File: config.mk
export PLATFORM = sky130hd
export DESIGN_NAME = mult_div_unit
export DESIGN_NICKNAME = d
export VERILOG_FILES = /design/src/rtl/mult_div_unit.sv
export SDC_FILE = /design/constraint.sdc
export NUM_CORES = 1
export LEC_CHECK = 0
export ABC_AREA = 1
export CAP_MARGIN = 20
export CORE_MARGIN = 4
export CORE_UTILIZATION = 40
export DETAILED_ROUTE_END_ITERATION = 7
export DONT_BUFFER_PORTS = 1
export PLACE_DENSITY = 0.54
export SYNTH_ARGS = -nofsm -noshare
export SYNTH_HDL_FRONTEND = slang
export SYNTH_SLANG_ARGS = --single-unit
File: constraint.sdc
create_clock -name clk -period 2.5 [get_ports clk]
set_clock_uncertainty 0.1 [all_clocks]
set_input_delay 0.25 -clock clk [delete_from_list [all_inputs] [get_ports clk]]
set_output_delay 0.25 -clock clk [all_outputs]
set_load 0.02 [all_outputs]
File: src/rtl/mult_div_unit.sv
// Iterative radix-2 multiply / restoring divide unit with HI/LO result registers.
// Start/Busy/Done handshake; fixed latency of WIDTH+2 cycles from Start to Done.
module mult_div_unit #(
   parameter int WIDTH = 32
) (
   input  logic             clk,
   input  logic             reset,
   input  logic             start,
   input  logic [1:0]       op,
   input  logic [WIDTH-1:0] a,
   input  logic [WIDTH-1:0] b,
   input  logic [1:0]       hi_lo_we,
   input  logic [WIDTH-1:0] hi_lo_in,
   output logic             busy,
   output logic             done,
   output logic             div_zero,
   output logic [WIDTH-1:0] hi,
   output logic [WIDTH-1:0] lo
);

   localparam int CW = (WIDTH > 1) ? $clog2(WIDTH) : 1;

   typedef enum logic [1:0] {IDLE, RUN, FIX} state_t;

   state_t             state_reg, state_next;
   logic [CW-1:0]      cnt_reg;
   logic [1:0]         op_reg;
   logic               sign_a_reg, sign_b_reg, b_zero_reg;
   logic [WIDTH-1:0]   m_reg;
   logic [2*WIDTH-1:0] acc_reg, acc_next;
   logic               done_reg, div_zero_reg;
   logic [WIDTH-1:0]   hi_reg, lo_reg;

   logic               is_div, is_signed, signs_differ;
   logic [WIDTH-1:0]   abs_a, abs_b;
   logic [WIDTH:0]     add_sum, shifted, trial;
   logic [2*WIDTH-1:0] prod_fix;
   logic [WIDTH-1:0]   quot_fix, rem_fix;

   // Signed magnitudes: -2^(W-1) maps onto itself, which reads correctly as unsigned.
   assign abs_a = (!op[0] && a[WIDTH-1]) ? (~a + 1'b1) : a;
   assign abs_b = (!op[0] && b[WIDTH-1]) ? (~b + 1'b1) : b;

   assign is_div       = op_reg[1];
   assign is_signed    = ~op_reg[0];
   assign signs_differ = is_signed & (sign_a_reg ^ sign_b_reg);

   assign busy     = (state_reg != IDLE);
   assign done     = done_reg;
   assign div_zero = div_zero_reg;
   assign hi       = hi_reg;
   assign lo       = lo_reg;

   always_comb begin
      state_next = state_reg;
      case (state_reg)
         IDLE:    if (start) state_next = RUN;
         RUN:     if (cnt_reg == CW'(WIDTH - 1)) state_next = FIX;
         FIX:     state_next = IDLE;
         default: state_next = IDLE;
      endcase
   end

   // acc holds {partial product, multiplier} or {partial remainder, dividend/quotient}.
   always_comb begin
      add_sum = {1'b0, acc_reg[2*WIDTH-1:WIDTH]} + {1'b0, (acc_reg[0] ? m_reg : {WIDTH{1'b0}})};
      shifted = acc_reg[2*WIDTH-1:WIDTH-1];
      trial   = shifted - {1'b0, m_reg};
      acc_next = {add_sum, acc_reg[WIDTH-1:1]};
      if (is_div) begin
         if (!trial[WIDTH])
            acc_next = {trial[WIDTH-1:0], acc_reg[WIDTH-2:0], 1'b1};
         else
            acc_next = {shifted[WIDTH-1:0], acc_reg[WIDTH-2:0], 1'b0};
      end
   end

   always_comb begin
      prod_fix = signs_differ ? (~acc_reg + 1'b1) : acc_reg;
      quot_fix = signs_differ ? (~acc_reg[WIDTH-1:0] + 1'b1) : acc_reg[WIDTH-1:0];
      rem_fix  = (is_signed && sign_a_reg) ? (~acc_reg[2*WIDTH-1:WIDTH] + 1'b1)
                                           : acc_reg[2*WIDTH-1:WIDTH];
   end

   always_ff @(posedge clk) begin
      if (reset) begin
         state_reg    <= IDLE;
         cnt_reg      <= '0;
         op_reg       <= '0;
         sign_a_reg   <= 1'b0;
         sign_b_reg   <= 1'b0;
         b_zero_reg   <= 1'b0;
         m_reg        <= '0;
         acc_reg      <= '0;
         done_reg     <= 1'b0;
         div_zero_reg <= 1'b0;
         hi_reg       <= '0;
         lo_reg       <= '0;
      end else begin
         state_reg <= state_next;
         done_reg  <= (state_reg == FIX);
         case (state_reg)
            IDLE: begin
               if (hi_lo_we[1]) hi_reg <= hi_lo_in;
               if (hi_lo_we[0]) lo_reg <= hi_lo_in;
               if (start) begin
                  op_reg       <= op;
                  sign_a_reg   <= a[WIDTH-1];
                  sign_b_reg   <= b[WIDTH-1];
                  b_zero_reg   <= (b == '0);
                  div_zero_reg <= 1'b0;
                  cnt_reg      <= '0;
                  m_reg        <= op[1] ? abs_b : abs_a;
                  acc_reg      <= {{WIDTH{1'b0}}, (op[1] ? abs_a : abs_b)};
               end
            end
            RUN: begin
               acc_reg <= acc_next;
               cnt_reg <= cnt_reg + 1'b1;
            end
            FIX: begin
               if (!is_div) begin
                  hi_reg <= prod_fix[2*WIDTH-1:WIDTH];
                  lo_reg <= prod_fix[WIDTH-1:0];
               end else if (b_zero_reg) begin
                  div_zero_reg <= 1'b1;
               end else begin
                  hi_reg <= rem_fix;
                  lo_reg <= quot_fix;
               end
            end
            default: ;
         endcase
      end
   end

endmodule

==> out/metrics.cfg <==
[outcome]
status=finished, violations left
violations=hold timing, setup timing

[worst_setup_path]
path_buf_inv=5
worstPathRequired_ps=2830
worst_setup_path_end_kind=flop
start_kind=flop
reg2reg_depth=19
worst-path-stages=19
worstPathArrival_ps=2900
cp_max_fo=11
slowest_delay_ps=370
cp_slowest_cell=dfxtp_4
rrSetupSlack_ps=-70
cp_top_family=simple AND/OR/NAND/NOR gates
crit_top_cell=nand2_1
worstSetupPathType=flop to flop
path_cells=buf_8 > buf_12 > nand2_1 > inv_1 > ha_4 > nand2_4 > nor2_4 > inv_4 > nor3_2 > nand2_1 > nand2_2 > nand2_1 > nand2_1 > nand2_1 > nand3_1 > nand2_1 > inv_1 > nand2_1 > a21oi_1

[global_routing]
grt_overflow=0
track_usage_pct=34.9
grt_pass1_vias=20600
grt_max_degree=69
grt_pass1_wl_mm=126
grt_antenna_before_repair=4

[clock_network]
cts.sinks=174
cts_tree=yes
cts.clk_slew.worst_paths_ps=80
cts_buffers=17
clock_path_buffers=2
h-tree-depth=4
hold_buffers=51
insertion_delay_ps=490
clock-root-buffer=clkbuf_16

[timing]
timing.slew.headroom_pct=47.1
finalCriticalPeriod_ps=2570
fmax_mhz=389
hold_viol=39
worstMarginPinSlew_ps=794
setup_viol=5
period_share_pct=103
rsz0062_at_grt=yes
drv_slew=0
setup_ws_ps=-67.9
fin_hold_ws_ps=-271

[floorplan]
die_area_um2=47300
die_width_um=217
floorplan.rows=76
pin_count=170
core_area_um2=43200
start_util_pct=40.6
die_height_um=217

[pwr]
peakVddDrop_uv=369
p_per_area_nw_per_um2=484
p_total_w=0.0113
p_leak_nw=11.3

[yosys]
synth_cell_types=57
yosys_register_bits=174
yosys_warnings=0
synthArstFlopShare_pct=0
syn_nets=3312
avgSynthCellArea_um2=5.59
synth_area_um2=17500
ys_seq_area_share_pct=19.9
synth_edf_count=0
synthFlopType=dfxtp_1
syn-instance-count=3137

[detailed_routing]
antenna_left=0
drt_iter0_markers=2505
routed_wl_mm=86.3
via_per_inst=5.61
drcViolationCount=0
wl_per_cell_um=21.3
drtPass1Iterations=6
vias=22700

[final_layout]
drive_above_1_share_pct=22.7
fin_nets=3622
final_cells=4047
layout_commonest_cell=nand2_1
largest_reg_flops=64
seqCellArea_um2=3530
mostFrequentLayoutCells=nand2_1 (774), inv_1 (428), buf_4 (341)
nFillCells=4459
areaGrowthSynthToFinish_pct=33.6
multi_input_area_um2=13300

[placement]
dp.cells=3937
hpwl_mm=69.1
gp_congestion=1.04
io_buffers=0

[worst_hold_path]
hp-class=input port to flop
hold_path_depth=1

[flow_run]
maxCapViolations=0

-- logic make-up after synthesis --
group / after synthesis / synth area share (%)
XOR/XNOR: 50 / 2.50
AO/OA/AOI/OAI: 632 / 19.5
adder cells (fa/ha/maj): 72 / 5.22
AND/OR/NAND/NOR: 1622 / 39.9
buffers and inverters: 587 / 13.0
flip-flops: 174 / 19.9
-- cell type report --
type / count / area share, %
Tap cell: 585 / 3.12
Clock buffer: 17 / 1.82
Inverter: 464 / 7.44
Sequential cell: 174 / 15.1
Antenna cell: 2 / 0.0214
Timing Repair Buffer: 414 / 14.8
Clock inverter: 15 / 0.918
Multi-Input combinational cell: 2376 / 56.8
-- per-stage QoR --
step	cell area [um^2]	utilization (%)	setup slack [ps]	hold WS, ps	setup TNS, ps
after floorplan	17600	-	24.4	299	0
after global placement	20500	47.4	-291	232	-4940
after detailed placement	20500	47.4	-256	229	-5660
after CTS	22300	51.7	-9.17	-304	-11.3
after global routing	23400	54.3	-205	-300	-3060
final	23400	54.3	-67.9	-271	-141
-- worst reg2reg max path, cell delays in order, from the launching register on --
cell,delay [ps]
dfxtp_4,370
buf_8,140
buf_12,140
nand2_1,60
inv_1,70
ha_4,330
nand2_4,90
nor2_4,150
inv_4,70
nor3_2,130
nand2_1,110
nand2_2,120
nand2_1,80
nand2_1,80
nand2_1,50
nand3_1,100
nand2_1,90
inv_1,70
nand2_1,40
a21oi_1,110
-- routing by layer --
metal	global-route usage [%]	vias up	share of wire [%]
met5	0	-	0.028
met4	11.0	4	3.6
met3	10.1	158	11
met2	50.8	1147	41
met1	49.5	10500	44
li1	-	10900	-
-- timing repair --
action / 4_1_cts / 5_1_grt
gates resized for setup: 127 / 282
pin swaps: 15 / 53
gates cloned: 1 / 1
setup buffers: 7 / 18
hold endpoints to repair: 131 / 39
endpoints found under the setup margin: 36 / 53
-- cells in the mapped netlist, drive strengths merged (2+ instances only) --
cell | count | area, um^2
a21o | 3 | 22.5
nand3b | 18 | 135
nor4 | 11 | 68.8
a211oi | 2 | 20.0
or2 | 19 | 119
xor2 | 36 | 315
xnor2 | 14 | 123
nor2 | 281 | 1120
o31ai | 2 | 15.0
a31oi | 31 | 194
nand4 | 39 | 244
inv | 459 | 1720
o211ai | 22 | 165
nor3 | 41 | 231
a21oi | 283 | 1430
ha | 70 | 876
o221ai | 7 | 61.3
nand2 | 857 | 3270
clkbuf | 85 | 320
dfxtp | 174 | 3480
o21ai | 253 | 1280
fa | 2 | 40.0
nand3 | 355 | 1810
o21bai | 11 | 93.8
o22ai | 3 | 18.8
buf | 38 | 213
a22oi | 7 | 52.6
clkinv | 5 | 18.8
-- where the power goes --
group / internal [W] / leakage [nW] / switching [W] / total (W)
Sequential: 0.00299 / 1.45 / 0.000336 / 0.00333
Combinational: 0.00187 / 9.59 / 0.00318 / 0.00505
Clock: 0.00141 / 0.309 / 0.00154 / 0.00295
-- worst paths after layout --
check / from / to
max: acc_reg[0] / acc_reg[60]
min: reset / m_reg[15]
max reg2reg: acc_reg[0] / acc_reg[60]
min reg2reg: op_reg[0] / op_reg[0]
Note: power is estimated with default switching activity, not from simulation.
